$ cat src/rtl/wavetable_reader.sv
// wavetable_reader: fetches a wavetable row (two waveform ids plus a crossfade
// factor), reads one sample from each waveform in the ROM and linearly
// crossfades them.
//
// Handshake: start is sampled only while IDLE (busy=0); any start seen while
// busy is dropped. done is a single-cycle strobe, and sample/done_voice_num
// hold their value until the next done. Memory strobes are one-cycle reads
// whose data is expected on the following cycle.
//
// Optional build macro: WTB_READER_SKIP_EQ_EN. When it is defined, a row whose
// left and right waveform ids match skips the second ROM read.
module wavetable_reader (
    input  logic        clk,
    input  logic        rst_n,
    input  logic        start,
    input  logic [5:0]  row,
    input  logic [7:0]  phase,
    input  logic [3:0]  voice_num,
    output logic        wtb_ram_re,
    output logic [5:0]  wtb_ram_addr_r,
    input  logic [7:0]  wtb_ram_wfm_l_r,
    input  logic [7:0]  wtb_ram_wfm_r_r,
    input  logic [7:0]  wtb_ram_factor_r,
    output logic        wfm_rom_re,
    output logic [15:0] wfm_rom_addr,
    input  logic [7:0]  wfm_rom_data,
    output logic [7:0]  sample,
    output logic [3:0]  done_voice_num,
    output logic        done,
    output logic        busy
);

    typedef enum logic [2:0] {
        S_IDLE = 3'd0,
        S_ROW  = 3'd1,
        S_LREQ = 3'd2,
        S_RREQ = 3'd3,
        S_MIX  = 3'd4,
        S_OUT  = 3'd5
    } state_t;

    state_t      state_q, state_d;
    logic [7:0]  phase_q, phase_d;
    logic [3:0]  voice_q, voice_d;
    logic [5:0]  ram_addr_q, ram_addr_d;
    logic        ram_re_q, ram_re_d;
    logic [7:0]  factor_q, factor_d;
    logic [7:0]  sample_l_q, sample_l_d;
    logic        skip_q, skip_d;
    logic        rom_re_q, rom_re_d;
    logic [15:0] rom_addr_q, rom_addr_d;
    logic [7:0]  sample_q, sample_d;
    logic [3:0]  done_voice_q, done_voice_d;
    logic        done_q, done_d;
    logic        busy_q, busy_d;

    // Crossfade datapath terms
    logic [7:0]         mix_l;
    logic [7:0]         mix_r;
    logic signed [8:0]  mix_diff;
    logic signed [16:0] mix_prod;
    logic signed [16:0] mix_sum;
    logic [7:0]         mix_val;
    logic               unused_mix;

    // Crossfade: l + ((r - l) * f) >>> 8; the true result always fits 0..255,
    // so the low byte of the sum is exact.
    always_comb begin
        mix_r    = wfm_rom_data;
        mix_l    = skip_q ? wfm_rom_data : sample_l_q;
        mix_diff = $signed({1'b0, mix_r}) - $signed({1'b0, mix_l});
        mix_prod = 17'(mix_diff) * 17'($signed({1'b0, factor_q}));
        mix_sum  = $signed({9'd0, mix_l}) + (mix_prod >>> 8);
        mix_val  = mix_sum[7:0];
        unused_mix = ^mix_sum[16:8];
    end

    // Next-state and next-output computation for the request sequencer
    always_comb begin
        state_d      = state_q;
        phase_d      = phase_q;
        voice_d      = voice_q;
        ram_addr_d   = ram_addr_q;
        ram_re_d     = 1'b0;
        factor_d     = factor_q;
        sample_l_d   = sample_l_q;
        skip_d       = skip_q;
        rom_addr_d   = rom_addr_q;
        sample_d     = sample_q;
        done_voice_d = done_voice_q;
        done_d       = 1'b0;

        case (state_q)
            S_IDLE: begin
                if (start) begin
                    phase_d    = phase;
                    voice_d    = voice_num;
                    ram_addr_d = (row > 6'd60) ? 6'd60 : row;
                    ram_re_d   = 1'b1;
                    skip_d     = 1'b0;
                    state_d    = S_ROW;
                end
            end
            S_ROW: begin
                state_d = S_LREQ;
            end
            S_LREQ: begin
                // RAM data is live this cycle; the left ROM read is issued
                // combinationally and the address register is preloaded with
                // whatever the next (or final) ROM address should be.
                factor_d = wtb_ram_factor_r;
`ifdef WTB_READER_SKIP_EQ_EN
                if (wtb_ram_wfm_l_r == wtb_ram_wfm_r_r) begin
                    skip_d     = 1'b1;
                    rom_addr_d = {wtb_ram_wfm_l_r, phase_q};
                    state_d    = S_MIX;
                end else begin
                    rom_addr_d = {wtb_ram_wfm_r_r, phase_q};
                    state_d    = S_RREQ;
                end
`else
                rom_addr_d = {wtb_ram_wfm_r_r, phase_q};
                state_d    = S_RREQ;
`endif
            end
            S_RREQ: begin
                sample_l_d = wfm_rom_data;
                state_d    = S_MIX;
            end
            S_MIX: begin
                sample_d     = mix_val;
                done_voice_d = voice_q;
                done_d       = 1'b1;
                state_d      = S_OUT;
            end
            S_OUT: begin
                state_d = S_IDLE;
            end
            default: begin
                state_d = S_IDLE;
            end
        endcase

        rom_re_d = (state_d == S_LREQ) || (state_d == S_RREQ);
        busy_d   = (state_d != S_IDLE);
    end

    // State and registered outputs, cleared asynchronously
    always_ff @(posedge clk or negedge rst_n) begin
        if (!rst_n) begin
            state_q      <= S_IDLE;
            phase_q      <= 8'd0;
            voice_q      <= 4'd0;
            ram_addr_q   <= 6'd0;
            ram_re_q     <= 1'b0;
            factor_q     <= 8'd0;
            sample_l_q   <= 8'd0;
            skip_q       <= 1'b0;
            rom_re_q     <= 1'b0;
            rom_addr_q   <= 16'd0;
            sample_q     <= 8'd0;
            done_voice_q <= 4'd0;
            done_q       <= 1'b0;
            busy_q       <= 1'b0;
        end else begin
            state_q      <= state_d;
            phase_q      <= phase_d;
            voice_q      <= voice_d;
            ram_addr_q   <= ram_addr_d;
            ram_re_q     <= ram_re_d;
            factor_q     <= factor_d;
            sample_l_q   <= sample_l_d;
            skip_q       <= skip_d;
            rom_re_q     <= rom_re_d;
            rom_addr_q   <= rom_addr_d;
            sample_q     <= sample_d;
            done_voice_q <= done_voice_d;
            done_q       <= done_d;
            busy_q       <= busy_d;
        end
    end

    assign wtb_ram_re     = ram_re_q;
    assign wtb_ram_addr_r = ram_addr_q;
    assign wfm_rom_re     = rom_re_q;
    assign wfm_rom_addr   = (state_q == S_LREQ) ? {wtb_ram_wfm_l_r, phase_q} : rom_addr_q;
    assign sample         = sample_q;
    assign done_voice_num = done_voice_q;
    assign done           = done_q;
    assign busy           = busy_q;

endmodule

$ cat config.mk
export PLATFORM = sky130hd
export DESIGN_NAME = wavetable_reader
export DESIGN_NICKNAME = d
export VERILOG_FILES = /design/src/rtl/wavetable_reader.sv
export SDC_FILE = /design/constraint.sdc
export NUM_CORES = 1
export LEC_CHECK = 0
export ABC_AREA = 1
export CAP_MARGIN = 20
export CORE_MARGIN = 2
export CORE_UTILIZATION = 45
export DETAILED_ROUTE_END_ITERATION = 6
export PLACE_DENSITY = 0.78
export RECOVER_POWER = 100
export SKIP_LAST_GASP = 1
export SLEW_MARGIN = 20
export SYNTH_ARGS = -nofsm -noshare
export SYNTH_HDL_FRONTEND = slang
export SYNTH_SLANG_ARGS = --single-unit
$ cat constraint.sdc
create_clock -name clk -period 5.75 [get_ports clk]
set_input_delay 1.15 -clock clk [delete_from_list [all_inputs] [get_ports clk]]
set_output_delay 1.15 -clock clk [all_outputs]
set_load 0.02 [all_outputs]
==> metrics.csv, run 1 <==
stage,metric,value,unit
worst_setup_path,Worst setup EP type,register,
timing,RSZ-0062 raised after global routing,yes,
die,row count,41,
cells_and_area,layout cells sized above 1,26.8,%
die,Core Area,0.0126,mm²
timing,Min Hold Slack,0.471,ns
global_route,GRT Residual Overflow,0,
run,Max-Cap Viols,1,
cells_and_area,"Area growth, synth to finish",45.8,%
outcome,run status,finished with violations,
clock_tree,CTS sink cnt,69,
synthesis,Mapped Avg Cell Area,8.23,µm²
worst_hold_path,Hold Crit Class,register to register,
placement,Post-DP HPWL,11.0,mm
synthesis,Synth area leaders,"dfrtp_1 30%, fa_1 19%, nand2_1 11%, ha_1 9.3%, inv_1 8.5%",
worst_setup_path,critical path depth,38,
worst_setup_path,"CP delay by family, top",adder cells,
drt,Pre-antenna DRT Iters,5,
timing,total negative slack,-5.18,ns
synthesis,Yosys Warn Count,0,
die,Chip Height,117,µm
timing,Final Max Slew Viols,70,
clock_tree,"CTS clk-pin slew, worst paths",0.07,ns
drt,wire per inst,15.6,µm
worst_setup_path,flop2flop setup slack,-0.48,ns
clock_tree,CTS tree,done,
placement,number of port buffers,90,
worst_setup_path,Worst path slowest cell,fa_1,
timing,Tmin final,6.66,ns
placement,pre-CTS setup slack,-1.84,ns
drt,"antenna viol nets, final",0,
drt,via/cell ratio,5.05,
cells_and_area,fillers,923,
synthesis,flop and latch count out of synthesis,69,
worst_setup_path,CP most frequent cell,nand2_1,
global_route,largest net degree at the start of global routing,70,
drt,Iteration-0 DRC Markers,243,
clock_tree,clock root cell,clkbuf_16,
clock_tree,CTS max path bufs,2,
drt,Routed WL,16.6,mm
die,DIE WIDTH,117,µm
placement,global placer's final weighted congestion,0.901,
worst_setup_path,CP Class,input pin to register,
worst_setup_path,Worst Path Arrival,6.90,ns
synthesis,Yosys top cell area share,29.8,%
clock_tree,htree depth,3,
drt,vias,5387,
cells_and_area,design area,0.00845,mm²
global_route,number of global-route vias before repair,5789,
worst_setup_path,crit path buf inv count,4,
worst_setup_path,reg2reg path depth,38,
global_route,Tot GR Track Use,23.5,%
worst_setup_path,Worst EP required,5.98,ns
die,die outline area,0.0138,mm²
timing,Final Hold Fails,0,
outcome,failing checks,"max-capacitance violations, max-slew violations, negative setup slack",
synthesis,Synth cell types,42,
timing,Slew headroom,-146,%
clock_tree,clk_lat worst skew,0.34,ns
synthesis,syn nets,856,
timing,post-route clock skew,0.00942,ns
worst_setup_path,critical path's largest stage delay,0.57,ns
worst_setup_path,CP max FO,5,
placement,placed cell area,0.00757,mm²
cells_and_area,nets,1040,
global_route,first-pass GRT wire length,26.2,mm
drt,DRC,0,
timing,Setup WS post-layout,-0.914,ns
clock_tree,CTS Buf Count,9,
synthesis,sequential area share after synthesis,29.8,%
global_route,antenna violations before repair,1,
die,# IOs,91,
timing,fin crit share,116,%
worst_hold_path,Hold Path Cell Cnt,2,
clock_tree,CTS hold repair buffers,0,
die,Initial Utilization,45.9,%
timing,top achievable clock speed,0.150,GHz
synthesis,Syn Inst Count,704,
worst_setup_path,startpoint types,input pin,
synthesis,Netlist Area Pre-Place,0.00580,mm²
timing,"Setup violations, final",7,
synthesis,Synth area leader,dfrtp_1,
timing,measured slew at the worst slew-check pin,3.69,ns
==> registers in the layout, indices dropped and copies added (netlist names) <==
signal / cells
voice_q: 4
wtb_ram_re: 1
rom_addr_q: 16
sample_l_q: 8
sample: 8
state_q: 3
phase_q: 8
factor_q: 8
done_voice_num: 4
wtb_ram_addr_r: 6
busy: 1
wfm_rom_re: 1
done: 1
==> cells in the mapped netlist (all sizes together) <==
cell,number
o211ai,1
clkinv,2
dfrtp,69
nor3,1
inv,138
ha,43
buf,9
a21o,2
nor4,3
o31ai,1
nor2,58
a211oi,2
xor2,7
nand3b,1
clkbuf,7
o21bai,1
nand3,33
nand2,176
a31oi,1
o21ai,42
nand2b,3
fa,56
xnor2,6
o2111ai,1
a21oi,30
and2,1
or2,4
nand4,3
mux2,3
==> metrics by stage <==
stage | cells | util [%]
after floorplan | 704 | -
after global placement | 1032 | 60.0
after detailed placement | 1032 | 60.0
after CTS | 1061 | 65.3
after global routing | 1065 | 66.9
final | 1066 | 67.0
==> layout by cell type (no fill, tap or decap), types with 5 or more instances in the layout <==
| master | netlist | layout |
|---|---|---|
| clkbuf_16 | 0 | 9 |
| fa_1 | 56 | 51 |
| o21ai_0 | 39 | 34 |
| fa_2 | 0 | 5 |
| nor2_1 | 57 | 50 |
| clkdlybuf4s50_1 | 0 | 42 |
| nand2_1 | 175 | 149 |
| inv_1 | 132 | 120 |
| nand2_2 | 0 | 21 |
| nand3_1 | 33 | 29 |
| nor2_2 | 0 | 5 |
| a21oi_2 | 2 | 10 |
| dlygate4sd3_1 | 0 | 39 |
| a21oi_1 | 28 | 17 |
| inv_2 | 6 | 17 |
| ha_4 | 0 | 21 |
| dfrtp_1 | 69 | 69 |
| ha_1 | 43 | 21 |
| buf_4 | 2 | 93 |
| nand2_4 | 1 | 6 |
==> layer usage <==
| metal | part of all wire [%] | global-route usage [%] |
|---|---|---|
| met5 | 0 | 0 |
| met4 | 3.5 | 9.71 |
| met3 | 6.5 | 5.04 |
| met2 | 52 | 42.3 |
| met1 | 38 | 27.1 |
==> area by class of cell <==
cell class | count | area [µm²] | area share [%]
multi-input cells | 479 | 4040 | 47.8
flip-flops and latches | 69 | 1730 | 20.4
repair buffers | 189 | 1630 | 19.3
inverters | 140 | 538 | 6.37
clock buffers | 9 | 225 | 2.67
well taps | 172 | 215 | 2.55
clock inverters | 7 | 75.1 | 0.888
diodes | 1 | 2.50 | 0.0296
==> timing repair <==
action                                  4_1_cts  5_1_grt
gates resized for setup                      77       49
buffers inserted                             13        4
endpoints found under the setup margin        8        8
pin swaps                                    71       38
endpoints found under the hold margin         0        0
==> cells by family (layout without fill, tap and decap cells) <==
logic type,after synthesis,after routing,share of synthesized area [%]
and+or+nand+nor,283,283,20.6
buffers and inverters,156,345,10.4
adders and majority gates,99,99,28.6
AOI/OAI and AO/OA,81,81,7.86
DFF,69,69,29.8
xor gates and xnor gates,13,13,2.22
muxes,3,3,0.583
other,0,1,0
==> worst min-delay path, delay by kind of cell, from the launching register on <==
| kind | cells | cell delay [ns] |
|---|---|---|
| flip-flops | 1 | 0.32 |
| AND/OR/NAND/NOR | 2 | 0.11 |
==> worst paths after layout <==
kind / start / endpoint
max: wfm_rom_data[1] / sample[7]$_DFFE_PN0P_
min: rom_addr_q[13]$_DFFE_PN0P_ / rom_addr_q[13]$_DFFE_PN0P_
max reg2reg: sample_l_q[1]$_DFFE_PN0N_ / sample[7]$_DFFE_PN0P_
min reg2reg: rom_addr_q[13]$_DFFE_PN0P_ / rom_addr_q[13]$_DFFE_PN0P_
max in group asynchronous: rst_n / rom_addr_q[14]$_DFFE_PN0P_
min in group asynchronous: rst_n / sample_l_q[0]$_DFFE_PN0N_
Power of run 1 is not shown: default switching activity piles up to over one toggle a cycle in this logic, so the estimate is an artifact.
==> inputs of run 2 (changes only) <==
--- a/config.mk
+++ b/config.mk
@@ -12,6 +12,7 @@
 export DETAILED_ROUTE_END_ITERATION = 6
 export PLACE_DENSITY = 0.78
 export RECOVER_POWER = 100
+export SKIP_CTS_REPAIR_TIMING = 1
 export SKIP_LAST_GASP = 1
 export SLEW_MARGIN = 20
 export SYNTH_ARGS = -nofsm -noshare
==> run 2 against run 1 <==
  * The run still ends with max-capacitance violations, max-slew violations, negative setup slack left
  * Register-to-register slack got worse by 0.09 ns
  * Sequential share of layout area increased by 0.20 points
  * Setup slack lost 0.062 ns
  * Utilization decreased by 0.64 points
  * Critical endpoint unchanged
  * Largest cell class unchanged
==> metrics.csv, run 2 (synthesized netlist as in run 1, its figures left out) <==
stage,metric,value,unit
die,Initial Utilization,45.9,%
die,# IOs,91,
clock_tree,clock root cell,clkbuf_16,
timing,"Setup violations, final",8,
worst_setup_path,Worst Path Arrival,6.97,ns
worst_setup_path,RR Endpoint,sample[7]$_DFFE_PN0P_,
placement,global placer's final weighted congestion,0.901,
worst_setup_path,Worst path slowest cell,fa_1,
cells_and_area,"most common cell after layout, fill and taps aside",nand2_1,
outcome,run status,finished with violations,
timing,Final Hold Fails,0,
cells_and_area,most frequent cells in the layout,"156 x nand2_1, 124 x inv_1, 84 x buf_4",
drt,Routed WL,16.4,mm
clock_tree,CTS sink cnt,69,
worst_hold_path,Hold Crit Class,register to register,
worst_setup_path,flop2flop setup slack,-0.57,ns
clock_tree,CTS max path bufs,2,
timing,post-route clock skew,0.00791,ns
worst_setup_path,CP most frequent cell,nand2_2,
drt,Iteration-0 DRC Markers,369,
global_route,first-pass GRT wire length,23.9,mm
timing,Slew headroom,-144,%
timing,Tmin final,6.73,ns
worst_hold_path,hold worst-path end,rom_addr_q[13]$_DFFE_PN0P_,
placement,number of port buffers,90,
timing,Final Max Slew Viols,70,
cells_and_area,Largest Register,rom_addr_q,
timing,RSZ-0062 raised after global routing,yes,
worst_setup_path,critical path's largest stage delay,0.58,ns
drt,Pre-antenna DRT Iters,5,
die,die outline area,0.0138,mm²
cells_and_area,layout cells sized above 1,24.4,%
worst_setup_path,CP max FO,5,
outcome,failing checks,"max-capacitance violations, max-slew violations, negative setup slack",
worst_setup_path,Worst setup EP type,register,
timing,top achievable clock speed,0.149,GHz
worst_hold_path,Hold Path Cell Cnt,2,
global_route,Tot GR Track Use,21.2,%
placement,Post-DP HPWL,11.0,mm
drt,DRC,0,
drt,vias,5343,
clock_tree,CTS tree,done,
cells_and_area,Largest register FFs,16,
die,Core Area,0.0126,mm²
clock_tree,CTS Buf Count,9,
global_route,antenna violations before repair,1,
clock_tree,clk_lat worst skew,0.34,ns
drt,"antenna viol nets, final",0,
timing,measured slew at the worst slew-check pin,3.65,ns
worst_setup_path,Worst EP required,5.99,ns
drt,via/cell ratio,5.05,
die,Chip Height,117,µm
timing,fin crit share,117,%
worst_setup_path,CP Class,input pin to register,
cells_and_area,"Area growth, synth to finish",44.4,%
timing,Setup WS post-layout,-0.976,ns
die,row count,41,
global_route,number of global-route vias before repair,5399,
drt,wire per inst,15.5,µm
die,DIE WIDTH,117,µm
cells_and_area,final core utilization,66.3,%
worst_hold_path,Hold Startpoint,rom_addr_q[13]$_DFFE_PN0P_,
global_route,GRT Residual Overflow,0,
cells_and_area,fillers,942,
global_route,largest net degree at the start of global routing,70,
worst_setup_path,worst r2r src,sample_l_q[1]$_DFFE_PN0N_,
worst_setup_path,reg2reg path depth,39,
cells_and_area,nets,1031,
worst_setup_path,startpoint types,input pin,
clock_tree,htree depth,3,
clock_tree,"CTS clk-pin slew, worst paths",0.07,ns
run,Max-Cap Viols,1,
## run 2: cell types whose count changed in the layout (fill, tap and decap cells not counted), sizes merged
cell and change:
clkbuf +2, dlymetal6s2s +5, dlygate4sd2 -4, buf -12
## run 2: metal layers
layer	GRT usage [%]	vias up	wire length, µm	share of wire, %
li1	-	2510	-	-
met1	25.8	2550	6340	39
met2	37.0	220	8540	52
met3	4.31	63	970	5.9
met4	8.36	0	574	3.5
met5	0	-	0	0
## run 2: final cells by class
type                       instances  area (µm²)  share of cell area, %
inverter                         140         541                   6.46
multi-input combinational        479        4000                   47.8
timing repair buffer             180        1590                   19.0
antenna                            1        2.50                 0.0299
clock inverter                     7        75.1                  0.897
sequential                        69        1730                   20.6
tap                              172         215                   2.57
clock buffer                       9         225                   2.69
## run 2: critical path: cells and delay by family
kind / cells / cell delay (ns)
buf+inv: 5 / 0.34
fa+ha+maj: 7 / 2.95
compound gates: 5 / 0.61
simple gates: 22 / 1.90
## run 2: through the flow
stage	setup slack, ns	instances	hold slack, ns	TNS (ns)	cell area [µm²]
after CTS	-1.49	1048	0.476	-9.57	7870
after floorplan	-0.712	704	0.437	-3.14	5920
final	-0.976	1057	0.471	-5.24	8370
after global placement	-1.68	1032	0.452	-11.43	7570
after global routing	-1.27	1056	0.490	-7.56	8370
after detailed placement	-1.84	1032	0.462	-12.26	7570
## run 2: how the worst max path moves through the flow
stage,startpoint,end,slack (ns),depth (start not counted)
2_1_floorplan,wfm_rom_data[0],sample[7]$_DFFE_PN0P_,-0.71,33
3_3_place_gp,wfm_rom_data[0],sample[5]$_DFFE_PN0P_,-1.68,29
3_5_place_dp,wfm_rom_data[0],sample[7]$_DFFE_PN0P_,-1.84,34
4_1_cts,wfm_rom_data[0],sample[7]$_DFFE_PN0P_,-1.49,34
5_1_grt,wfm_rom_data[2],sample[7]$_DFFE_PN0P_,-1.27,40
6_report,wfm_rom_data[2],sample[7]$_DFFE_PN0P_,-0.98,39
Power of run 2 is left out for the same reason.
==> inputs of run 3 (changes only) <==
--- a/config.mk
+++ b/config.mk
@@ -8,9 +8,9 @@
 export ABC_AREA = 1
 export CAP_MARGIN = 20
 export CORE_MARGIN = 2
-export CORE_UTILIZATION = 45
+export CORE_UTILIZATION = 50
 export DETAILED_ROUTE_END_ITERATION = 6
-export PLACE_DENSITY = 0.78
+export PLACE_DENSITY = 0.88
 export RECOVER_POWER = 100
 export SKIP_CTS_REPAIR_TIMING = 1
 export SKIP_LAST_GASP = 1
==> run 3 against run 2 <==
  * The flow still finishes with violations (max-capacitance violations, max-slew violations, negative setup slack)
  * Global-route usage up 5.0 points
  * Wire length up 19%
  * Sequential share of layout area up 0.16 points
  * Clock-buffer cell count unchanged
  * Via count up 8.9%
  * Fmax down 3.7%
  * Register-to-register slack worse by 0.25 ns
  * Clock skew up 0.0052 ns
  * Setup slack worse by 0.26 ns
  * Sequential cell count unchanged
  * First-iteration DRC count up 67%
  * Final area down 0.79%
  * Critical endpoint unchanged
  * Largest cell class unchanged
  * Highest routed layer unchanged
==> metrics.csv, run 3 (synthesized netlist as in run 1, its figures left out) <==
stage,metric,value,unit
worst_setup_path,startpoint types,input pin,
clock_tree,"CTS clk-pin slew, worst paths",0.07,ns
timing,measured slew at the worst slew-check pin,3.86,ns
global_route,Tot GR Track Use,26.2,%
drt,wire per inst,18.9,µm
clock_tree,CTS Buf Count,9,
run,Max-Cap Viols,2,
die,die outline area,0.0125,mm²
drt,Iteration-0 DRC Markers,615,
worst_hold_path,Hold Crit Class,register to register,
global_route,number of global-route vias before repair,5865,
global_route,largest net degree at the start of global routing,70,
timing,"Setup violations, final",8,
cells_and_area,layout cells sized above 1,24.4,%
global_route,first-pass GRT wire length,26.4,mm
clock_tree,clk_lat worst skew,0.35,ns
clock_tree,clock root cell,clkbuf_16,
timing,top achievable clock speed,0.143,GHz
placement,Post-DP HPWL,11.4,mm
placement,pre-CTS setup slack,-1.85,ns
clock_tree,htree depth,3,
clock_tree,CTS max path bufs,2,
worst_setup_path,Worst path slowest cell,fa_1,
die,DIE WIDTH,112,µm
worst_setup_path,CP max FO,4,
global_route,antenna violations before repair,1,
die,# IOs,91,
global_route,GRT Residual Overflow,0,
timing,total negative slack,-6.45,ns
drt,vias,5818,
worst_setup_path,Worst Path Arrival,7.22,ns
cells_and_area,"Area growth, synth to finish",43.3,%
worst_setup_path,CP Class,input pin to register,
timing,RSZ-0062 raised after global routing,yes,
placement,placed cell area,0.00755,mm²
timing,post-route clock skew,0.0131,ns
drt,Pre-antenna DRT Iters,5,
drt,via/cell ratio,5.63,
cells_and_area,design area,0.00830,mm²
timing,Final Hold Fails,0,
timing,Slew headroom,-157,%
timing,Tmin final,6.98,ns
cells_and_area,Largest register FFs,16,
worst_setup_path,Worst EP required,5.99,ns
die,Core Area,0.0114,mm²
die,Initial Utilization,51.0,%
clock_tree,CTS tree,done,
placement,number of port buffers,90,
drt,"antenna viol nets, final",0,
timing,Final Max Slew Viols,109,
die,Chip Height,112,µm
clock_tree,CTS sink cnt,69,
cells_and_area,Largest Register,rom_addr_q,
die,row count,39,
cells_and_area,nets,1037,
cells_and_area,most frequent cells in the layout,"158 x nand2_1, 123 x inv_1, 93 x buf_4",
drt,DRC,0,
worst_setup_path,Worst setup EP type,register,
drt,Routed WL,19.5,mm
outcome,failing checks,"max-capacitance violations, max-slew violations, negative setup slack",
timing,fin crit share,121,%
cells_and_area,"most common cell after layout, fill and taps aside",nand2_1,
worst_setup_path,critical path's largest stage delay,0.52,ns
worst_setup_path,CP most frequent cell,nand2_2,
timing,Setup WS post-layout,-1.23,ns
placement,global placer's final weighted congestion,0.909,
outcome,run status,finished with violations,
run 3: worst max-delay path: cells and delay by family:
family | cells | cell delay (ns)
buffers and inverters | 9 | 0.75
AO/OA/AOI/OAI | 5 | 0.79
adder cells (fa/ha/maj) | 8 | 3.07
AND/OR/NAND/NOR | 12 | 1.02
XOR/XNOR | 2 | 0.42
run 3: metal layers:
metal  up-vias  wire, µm  track usage, %
li1       2516         -               -
met1      2788      6820            31.6
met2       356      9600            46.6
met4         0      1640            11.4
met3       158      1460            4.03
met5         -         0               0
run 3: worst paths after layout:
| path | startpoint | to | slack [ns] | cells past startpoint |
|---|---|---|---|---|
| max | wfm_rom_data[0] | sample[7]$_DFFE_PN0P_ | -1.23 | 36 |
| min | rom_addr_q[8]$_DFFE_PN0P_ | rom_addr_q[8]$_DFFE_PN0P_ | 0.47 | 2 |
| max reg2reg | sample_l_q[1]$_DFFE_PN0N_ | sample[7]$_DFFE_PN0P_ | -0.82 | 38 |
| min reg2reg | rom_addr_q[8]$_DFFE_PN0P_ | rom_addr_q[8]$_DFFE_PN0P_ | 0.47 | 2 |
| max in group asynchronous | rst_n | voice_q[3]$_DFFE_PN0P_ | 1.34 | 2 |
| min in group asynchronous | rst_n | sample[2]$_DFFE_PN0P_ | 2.24 | 2 |
run 3: metrics by stage:
stage / hold WS (ns) / util [%] / cells
after floorplan: 0.437 / - / 704
after global placement: 0.452 / 66.4 / 1005
after detailed placement: 0.461 / 66.4 / 1005
after CTS: 0.475 / 69.0 / 1021
after global routing: 0.485 / 73.0 / 1034
final: 0.471 / 73.0 / 1034
run 3: final cells by class:
| class | instances | area [µm²] |
|---|---|---|
| Sequential cell | 69 | 1730 |
| Multi-Input combinational cell | 479 | 3950 |
| Fill cell | 729 | 3070 |
| Clock inverter | 7 | 66.3 |
| Antenna cell | 1 | 2.50 |
| Timing Repair Buffer | 186 | 1620 |
| Clock buffer | 9 | 225 |
| Tap cell | 143 | 179 |
| Inverter | 140 | 538 |
Power of run 3 is left out for the same reason.
